==> src/rtl/mem_pkg.sv <==
// Shared encodings for the two-port memory arbiter: FSM states, port indices
// and memory read/write strobe values.
package mem_pkg;

  typedef enum logic {
    IDLE    = 1'b0,
    RD_WAIT = 1'b1
  } state_e;

  typedef enum logic {
    PORT_IF = 1'b0,
    PORT_LS = 1'b1
  } port_e;

  localparam logic RW_READ  = 1'b0;
  localparam logic RW_WRITE = 1'b1;

endpackage

==> src/rtl/rr_arb2.sv <==
// Two-way combinational pick: single requester wins outright, a tie goes to
// LS under fixed priority, otherwise to the port that was not granted last.
module rr_arb2
  import mem_pkg::*;
(
  input  logic [1:0] req_i,
  input  port_e      last_gnt_i,
  input  logic       fixed_prio_i,
  output logic [1:0] gnt_o
);

  always_comb begin
    gnt_o = 2'b00;
    case (req_i)
      2'b01:   gnt_o = 2'b01;
      2'b10:   gnt_o = 2'b10;
      2'b11:   gnt_o = (fixed_prio_i || last_gnt_i == PORT_IF) ? 2'b10 : 2'b01;
      default: gnt_o = 2'b00;
    endcase
  end

endmodule

==> src/rtl/mem_arbiter.sv <==
// Shares a single-port, 1-cycle-read memory between instruction fetch and
// load/store: arbitrates in IDLE, returns read data in RD_WAIT.
module mem_arbiter
  import mem_pkg::*;
#(
  parameter int ADDR_W     = 7,
  parameter int DATA_W     = 32,
  parameter int FIXED_PRIO = 0
) (
  input  logic              clk,
  input  logic              resetn,
  input  logic              i_if_req,
  input  logic [ADDR_W-1:0] i_if_addr,
  output logic              o_if_gnt,
  output logic              o_if_rvalid,
  output logic [DATA_W-1:0] o_if_rdata,
  input  logic              i_ls_req,
  input  logic              i_ls_we,
  input  logic [ADDR_W-1:0] i_ls_addr,
  input  logic [DATA_W-1:0] i_ls_wdata,
  output logic              o_ls_gnt,
  output logic              o_ls_rvalid,
  output logic [DATA_W-1:0] o_ls_rdata,
  output logic [ADDR_W-1:0] o_mem_addr,
  output logic [DATA_W-1:0] o_mem_data,
  output logic              o_mem_rw,
  input  logic [DATA_W-1:0] i_mem_data,
  output logic              o_busy
);

  state_e              state_q, state_d;
  port_e               owner_q, owner_d;
  port_e               last_gnt_q, last_gnt_d;
  logic [ADDR_W-1:0]   addr_q, addr_d;
  logic [DATA_W-1:0]   data_q, data_d;
  logic [DATA_W-1:0]   if_rdata_q, if_rdata_d;
  logic [DATA_W-1:0]   ls_rdata_q, ls_rdata_d;
  logic                mem_rw;
  logic [1:0]          req;
  logic [1:0]          gnt;
  logic                rd_wait;

  // Requests arriving during RD_WAIT are masked and re-arbitrated in IDLE.
  assign rd_wait = (state_q == RD_WAIT);
  assign req     = rd_wait ? 2'b00 : {i_ls_req, i_if_req};

  rr_arb2 u_arb (
    .req_i        (req),
    .last_gnt_i   (last_gnt_q),
    .fixed_prio_i (FIXED_PRIO != 0),
    .gnt_o        (gnt)
  );

  // NOTE: every variable gets a default before the branches so no path
  // leaves it unassigned; otherwise synthesis infers a latch.
  always_comb begin
    state_d    = state_q;
    owner_d    = owner_q;
    last_gnt_d = last_gnt_q;
    addr_d     = addr_q;
    data_d     = data_q;
    if_rdata_d = if_rdata_q;
    ls_rdata_d = ls_rdata_q;
    mem_rw     = RW_READ;
    if (rd_wait) begin
      state_d = IDLE;
      if (owner_q == PORT_IF) if_rdata_d = i_mem_data;
      else                    ls_rdata_d = i_mem_data;
    end else if (gnt[PORT_IF]) begin
      last_gnt_d = PORT_IF;
      owner_d    = PORT_IF;
      state_d    = RD_WAIT;
      addr_d     = i_if_addr;
    end else if (gnt[PORT_LS]) begin
      last_gnt_d = PORT_LS;
      addr_d     = i_ls_addr;
      data_d     = i_ls_wdata;
      if (i_ls_we) begin
        mem_rw = RW_WRITE;
      end else begin
        owner_d = PORT_LS;
        state_d = RD_WAIT;
      end
    end
  end

  // NOTE: state registers use non-blocking assignments so every flop samples
  // the pre-edge values regardless of statement order.
  always_ff @(posedge clk or negedge resetn) begin
    if (!resetn) begin
      state_q    <= IDLE;
      owner_q    <= PORT_IF;
      last_gnt_q <= PORT_LS;
      addr_q     <= '0;
      data_q     <= '0;
      if_rdata_q <= '0;
      ls_rdata_q <= '0;
    end else begin
      state_q    <= state_d;
      owner_q    <= owner_d;
      last_gnt_q <= last_gnt_d;
      addr_q     <= addr_d;
      data_q     <= data_d;
      if_rdata_q <= if_rdata_d;
      ls_rdata_q <= ls_rdata_d;
    end
  end

  // Read data is a passthrough for the owner in RD_WAIT and held otherwise.
  assign o_if_gnt    = gnt[PORT_IF];
  assign o_ls_gnt    = gnt[PORT_LS];
  assign o_if_rvalid = rd_wait && (owner_q == PORT_IF);
  assign o_ls_rvalid = rd_wait && (owner_q == PORT_LS);
  assign o_if_rdata  = if_rdata_d;
  assign o_ls_rdata  = ls_rdata_d;
  assign o_mem_addr  = addr_d;
  assign o_mem_data  = data_d;
  assign o_mem_rw    = mem_rw;
  assign o_busy      = rd_wait;

endmodule

==> config.mk <==
export PLATFORM = sky130hd
export DESIGN_NAME = mem_arbiter
export DESIGN_NICKNAME = d
export VERILOG_FILES = /design/src/rtl/mem_pkg.sv /design/src/rtl/rr_arb2.sv /design/src/rtl/mem_arbiter.sv
export SDC_FILE = /design/constraint.sdc
export NUM_CORES = 1
export LEC_CHECK = 0
export ABC_AREA = 1
export CORE_MARGIN = 5
export CORE_UTILIZATION = 42
export DETAILED_ROUTE_END_ITERATION = 16
export PLACE_DENSITY_LB_ADDON = 0.25
export SLEW_MARGIN = 20
export SYNTH_ARGS = -nofsm -noshare
export SYNTH_HDL_FRONTEND = slang
export SYNTH_SLANG_ARGS = --single-unit
export TNS_END_PERCENT = 5
==> constraint.sdc <==
create_clock -name clk -period 1.3 [get_ports clk]
set_input_delay 0.195 -clock clk [delete_from_list [all_inputs] [get_ports clk]]
set_output_delay 0.195 -clock clk [all_outputs]
set_load 0.02 [all_outputs]
==> summary.md, run 1 <==
| Metric | Value |
|---|---|
| Outcome | `complete, but fails checks` |
| Failing checks | `negative setup slack` |
| Cells after DPL | `814` |
| # setup viols final | `135` |
| Via count | `4170` |
| I/O Pins | `192` |
| Fin crit share | `151%` |
| Final Hold Vio Count | `0` |
| Layout fillers | `634` |
| Slowest CP cell | `dfstp_2` |
| CTS root buf | `clkbuf_8` |
| Asr flop ratio synth | `100%` |
| Fin area | `7980 sq um` |
| Clock power frac | `11.6%` |
| Net Sw Frac | `39.6%` |
| Yosys warning count | `0` |
| Yosys cell types | `19` |
| DR pass1 iterations | `4` |
| Sequential Area | `2660 sq um` |
| Clk_skew | `11.2 ps` |
| Slew headroom | `80.5%` |
| Multi-input logic area | `1800 sq um` |
| Reg power frac | `28.3%` |
| Leading cell type in the layout, fill and taps excluded | `buf_6` |
| Core area | `10200 sq um` |
| Mapped Area | `4380 sq um` |
| CTS tree | `done` |
| Crit end category | `output port` |
| CTS Buf Count | `9` |
| Crit path largest cell delay | `610 ps` |
| Initial antenna violation count | `0` |
| FF-to-FF Start | `last_gnt_q` |
| Routed Antenna Nets | `0` |
| Worst EP required | `1110 ps` |
| Net Switching | `7.18 mW` |
| CP startpoint kind | `flip-flop` |
| Cell-internal power | `10.9 mW` |
| WP data arrival | `1760 ps` |
| Starting density of the core | `42.8%` |
| Synth Register Bits | `106` |
| Ranking of synthesized cells by area | `dfrtp_1 60%, nand2_1 16%, o21ai_2 8.0%` |
| Vias in the first global route | `4481` |
| Worst Hold Class | `primary input to async pin` |
| Synth top area share | `60.0%` |
| Port bufs | `191` |
| Layout Cells excl Fill | `862` |
| Largest net degree at the start of global routing | `55` |
| Pleak | `4.02 nW` |
| Post-synth EDFFs | `0` |
| Final Util | `78.0%` |
| Final worst slack | `-657 ps` |
| Post-DP Area | `6810 sq um` |
| Cell taking the most area after synthesis | `dfrtp_1` |
| Total Wirelength | `15000 um` |
| R2R setup slack | `-590 ps` |
| Tmin final | `1960 ps` |
| Drt drc | `0` |
| Achievable clock frequency | `0.511 GHz` |
| GRT overflow | `0` |
| Reg2Reg Depth | `12` |
| Synth Instances | `455` |
| FF-to-FF End | `addr_q[4]` |
| Post-Syn Area per Cell | `9.63 sq um` |
| Pwr Density | `2270 nW/um^2` |
| Chip width | `112 um` |
| CP Launch Point | `last_gnt_q` |
| WL/cell | `17.4 um` |
| Die ar. | `12600 sq um` |
| Layout cells sized above 1 | `52.5%` |
| Area delta synth->final | `82.3%` |
| Worst-margin pin slew | `292 ps` |
| Initial drt markers | `170` |
| Sequential area share after synthesis | `60.6%` |
| Hpwl dp | `9230 um` |
| Die height | `112 um` |
| Fin nets | `804` |
| Main synth FF type | `dfrtp_1` |
| Syn Nets | `538` |
| Global-route wire length before repair | `22700 um` |
| RSZ-0062 raised after global routing | `true` |
| Via density | `4.84` |
| CP Capture Point | `o_mem_addr[4]` |
| Clk_lat worst skew | `370 ps` |
| Worst setup path class | `flip-flop to output port` |
| Final slew viol count | `0` |
| Crit Path Max Fanout | `8` |
| Max-cap violations | `0` |
| Comb power frac | `60.0%` |
| CTS Sinks | `106` |
| Clk slew on worst S/H paths | `110 ps` |
| Worst-path cell chain | `buf_6 -> inv_4 -> nand2_4 -> nand3_4 -> buf_12 -> nand3_4 -> nand2_4 -> buf_6` |
| Maximum vdd drop | `1.29 mV` |
| Maximum clock path buffer count | `2` |
| Htree depth | `3` |
| GR Util All Layers | `22.5%` |
| N_diodes | `0` |
| Placer Congestion | `0.831` |
| Cell Rows | `37` |
| Leading cell types in the layout, fill and taps excluded | `125 x buf_6, 104 x dfrtp_1, 97 x nand2_1` |
## critical path, delay by kind of cell (launching register included)
kind                   cells  cell delay, ps
buffers and inverters      4             470
DFF                        1             610
and+or+nand+nor            4             310
## layer usage
layer / part of all wire (%) / up-vias / routed length [um] / global-route usage, %
met5: 0 / - / 0 / 0
met4: 3.3 / 0 / 493 / 9.94
met3: 8.9 / 38 / 1340 / 7.71
met2: 51 / 183 / 7620 / 38.6
met1: 37 / 2012 / 5530 / 25.5
li1: - / 1937 / - / -
## flip-flops by register name, indices dropped and copies added (netlist names)
name	flops
data_q	32
last_gnt_q	1
o_busy	1
if_rdata_q	32
owner_q	1
ls_rdata_q	32
addr_q	7
## Yosys cell counts (2+ instances only)
master and n:
nand2_1 188, dfrtp_1 105, inv_1 52, o21ai_2 40
o21ai_0 18, buf_6 16, nand3_1 14, o21ai_1 7
buf_4 3, clkbuf_1 2, inv_2 2
## logic make-up (layout without fill, tap and decap cells)
| group | Yosys count | in the layout | synth area share, % |
|---|---|---|---|
| buf+inv | 76 | 347 | 9.57 |
| flops | 106 | 106 | 60.6 |
| compound gates | 66 | 66 | 11.0 |
| simple gates | 207 | 207 | 18.8 |
## area by class of cell
class                      count  share of cell area (%)
timing repair buffer         274                    36.4
clock buffer                  12                    1.94
tap                          136                    2.13
clock inverter                 4                   0.627
multi-input combinational    273                    22.6
inverter                      55                    2.85
sequential                   106                    33.3
timing repair inverter         2                   0.235
## worst min-delay path by stage
stage / from / endpoint / cells past startpoint
detailed placement: resetn / if_rdata_q[8] / 1
floorplan: resetn / addr_q[0] / 0
finish: resetn / ls_rdata_q[0] / 2
global route: resetn / if_rdata_q[0] / 2
CTS: resetn / ls_rdata_q[0] / 2
global placement: resetn / if_rdata_q[8] / 1
## power by group through the flow
stage | registers (mW) | logic, mW | clock network, mW
after detailed placement | 5.10 | 8.92 | 0
final | 5.13 | 10.9 | 2.11
after global routing | 5.26 | 11.5 | 2.31
after floorplan | 4.99 | 4.44 | 0
after CTS | 5.08 | 10.2 | 2.14
after global placement | 5.03 | 8.76 | 0
## per-stage QoR
stage / TNS, ps / total power, mW / hold slack [ps] / setup WS [ps]
5_1_grt: -61840 / 19.0 / 259 / -730
3_5_place_dp: -72350 / 14.0 / 89.2 / -882
4_1_cts: -50590 / 17.4 / 240 / -610
3_3_place_gp: -69030 / 13.8 / 82.0 / -861
2_1_floorplan: -1680 / 9.42 / -101 / -102
6_report: -52060 / 18.1 / 246 / -657
## what timing repair did
action	CTS	global route
setup buffers	21	7
pin swaps	39	10
setup endpoints to repair	112	149
hold buffers	1	0
endpoints found under the hold margin	51	0
gates cloned	4	0
resized for setup	727	84
Note: power is estimated with default switching activity, not from simulation.
==> inputs of run 2 (changes only) <==
--- a/config.mk
+++ b/config.mk
@@ -9,6 +9,7 @@
 export CORE_MARGIN = 5
 export CORE_UTILIZATION = 42
 export DETAILED_ROUTE_END_ITERATION = 16
+export HOLD_SLACK_MARGIN = 0.05
 export PLACE_DENSITY_LB_ADDON = 0.25
 export SLEW_MARGIN = 20
 export SYNTH_ARGS = -nofsm -noshare
==> results of run 2 <==
Final layout, timing and power as in run 1 (identical DEF).
==> inputs of run 3 (changes only) <==
--- a/config.mk
+++ b/config.mk
@@ -5,7 +5,6 @@
 export SDC_FILE = /design/constraint.sdc
 export NUM_CORES = 1
 export LEC_CHECK = 0
-export ABC_AREA = 1
 export CORE_MARGIN = 5
 export CORE_UTILIZATION = 42
 export DETAILED_ROUTE_END_ITERATION = 16
==> summary.md, run 3 <==
| Metric | Value |
|---|---|
| Final Hold Vio Count | `0` |
| Leading cell type in the layout, fill and taps excluded | `dfrtp_1` |
| Die height | `111 um` |
| Main synth FF type | `dfrtp_1` |
| Starting density of the core | `43.4%` |
| Maximum vdd drop | `1.17 mV` |
| Slowest CP cell | `dfrtp_2` |
| Synth Instances | `247` |
| Crit end category | `output port` |
| Crit Path Max Fanout | `9` |
| Htree depth | `3` |
| Pwr Density | `2190 nW/um^2` |
| RSZ-0062 raised after global routing | `true` |
| Initial drt markers | `81` |
| Worst path top cell family by delay | `flip-flops` |
| # setup viols final | `170` |
| Fin crit share | `153%` |
| DR pass1 iterations | `4` |
| Worst-path cell chain | `nor2b_4 -> nand2_4 -> buf_12 -> mux2_4 -> buf_2` |
| Tmin final | `1990 ps` |
| I/O Pins | `192` |
| Post-DP Area | `6480 sq um` |
| Layout fillers | `714` |
| GR Util All Layers | `18.7%` |
| Clk slew on worst S/H paths | `90 ps` |
| Final worst slack | `-692 ps` |
| Commonest cells in the netlist | `105 x dfrtp_1, 58 x mux2_4, 38 x mux2_2` |
| Initial antenna violation count | `0` |
| Synth Register Bits | `106` |
| WP data arrival | `1800 ps` |
| Multi-input logic area | `1650 sq um` |
| Total negative setup slack | `-69970 ps` |
| Chip width | `111 um` |
| Cell Rows | `36` |
| Final slew viol count | `0` |
| Largest net degree at the start of global routing | `45` |
| Cell taking the most area after synthesis | `dfrtp_1` |
| Clk_skew | `5.83 ps` |
| CTS root buf | `clkbuf_8` |
| GRT overflow | `0` |
| CTS tree | `done` |
| Sequential area share after synthesis | `61.9%` |
| Asr flop ratio synth | `100%` |
| Worst Hold Class | `primary input to async pin` |
| Failing checks | `negative setup slack` |
| Fin area | `6850 sq um` |
| Worst setup path class | `flip-flop to output port` |
| CP startpoint kind | `flip-flop` |
| Mapped Area | `4290 sq um` |
| Worst-margin pin slew | `349 ps` |
| Port bufs | `191` |
| Die ar. | `12300 sq um` |
| DP Worst Slack | `-1020 ps` |
| Worst EP required | `1110 ps` |
| Drt drc | `0` |
| Power Total | `15.0 mW` |
| N_diodes | `0` |
| Synth top area share | `61.3%` |
| Post-synth EDFFs | `0` |
| Outcome | `complete, but fails checks` |
| Achievable clock frequency | `0.502 GHz` |
| Syn Nets | `330` |
| Vias in the first global route | `3392` |
| CP Depth | `5` |
| Fin nets | `553` |
| Sequential Area | `2660 sq um` |
| Layout cells sized above 1 | `55.2%` |
| Buffer and inverter count on the worst path | `2` |
| Global-route wire length before repair | `18200 um` |
| CTS Buf Count | `9` |
| Via count | `2872` |
| Placer Congestion | `0.728` |
| CTS Sinks | `106` |
| Ranking of synthesized cells by area | `dfrtp_1 61%, mux2_4 20%, mux2_2 10%` |
| Pleak | `3.40 nW` |
| Crit path largest cell delay | `500 ps` |
| Total Wirelength | `11500 um` |
| Max-cap violations | `0` |
| Area delta synth->final | `59.7%` |
| Routed Antenna Nets | `0` |
| Slew headroom | `76.7%` |
| Reg2Reg Depth | `5` |
| Post-Syn Area per Cell | `17.3 sq um` |
| Yosys cell types | `22` |
| Leading cell types in the layout, fill and taps excluded | `104 x dfrtp_1, 85 x mux2_4, 81 x clkdlybuf4s50_1` |
| Via density | `4.72` |
| Hpwl dp | `7860 um` |
| Most frequent cell after synthesis | `dfrtp_1` |
| Yosys warning count | `0` |
| Core area | `9860 sq um` |
| WL/cell | `18.9 um` |
| Clk_lat worst skew | `380 ps` |
| Maximum clock path buffer count | `2` |
| Biggest regs | `data_q x32, if_rdata_q x32, ls_rdata_q x32` |
==> run 3: changes by cell type in the layout (fill, tap and decap cells not counted), moves of 11 or more <==
cell     previous run  this run
nand2_1            97         0
mux2_4              0        85
nand2_2            76         1
buf_6             125        62
o21ai_2            62         0
inv_1              50         3
buf_2               2        38
buf_4              50        26
nand2_4            16         2
mux2_2              0        11
==> run 3: metal layers <==
metal  track usage (%)  part of all wire (%)  up-vias
met3              10.8                    11       10
met1              20.5                    38     1427
li1                  -                     -     1302
met5                 0                     0        -
met4              4.22                   1.1        0
met2              31.5                    50      133
==> run 3: where the power goes <==
group	total, mW	internal (mW)	switching [mW]
Sequential	5.04	4.62	0.424
Clock	1.90	0.851	1.05
Combinational	8.07	4.25	3.82
==> run 3: worst reg2reg max path: stages, from the launching register on <==
cell and delay (ps):
dfstp_2 570, nand2_2 60, nand2_4 140, inv_2 110
a221o_1 330, buf_4 140
==> run 3: per-stage QoR <==
step,instances,util (%),hold WS (ps)
after global placement,578,65.7,196
final,608,69.4,359
after floorplan,247,-,-101
after global routing,608,69.4,364
after detailed placement,578,65.7,194
after CTS,601,68.2,327
==> run 3: cell families (layout without fill, tap and decap cells) <==
logic type             Yosys count  after routing  synth area share [%]
AO/OA/AOI/OAI                   10             10                  2.10
buffers and inverters           15            243                  2.66
flip-flops                     106            106                  61.9
multiplexers                    97             97                  30.5
AND/OR/NAND/NOR                 19             19                  2.77
==> run 3: what timing repair did <==
action                     4_1_cts  5_1_grt
setup buffers                    3        9
cloned                           3        0
pin swaps                        1        2
setup endpoints to repair      189      179
hold endpoints to repair       106        0
hold buffers                     1        0
gates resized for setup        521       85
==> run 3: path summary, 6_finish.rpt <==
check | from | slack (ps) | endpoint
max in group asynchronous | resetn | 600 | data_q[23]
worst min register to register | if_rdata_q[9] | 500 | if_rdata_q[9]
worst max-delay path | o_busy | -690 | o_mem_data[6]
worst min-delay path | resetn | 360 | ls_rdata_q[14]
min in group clk | i_ls_wdata[30] | 440 | data_q[30]
worst max register to register | last_gnt_q | -130 | addr_q[0]
==> run 3: final cells by class <==
type,instances,area share (%)
clock buffer,14,2.52
clock inverter,2,0.146
inverter,4,0.219
multi-input combinational,126,24.1
sequential,106,38.8
tap,133,2.43
timing repair buffer,223,31.7
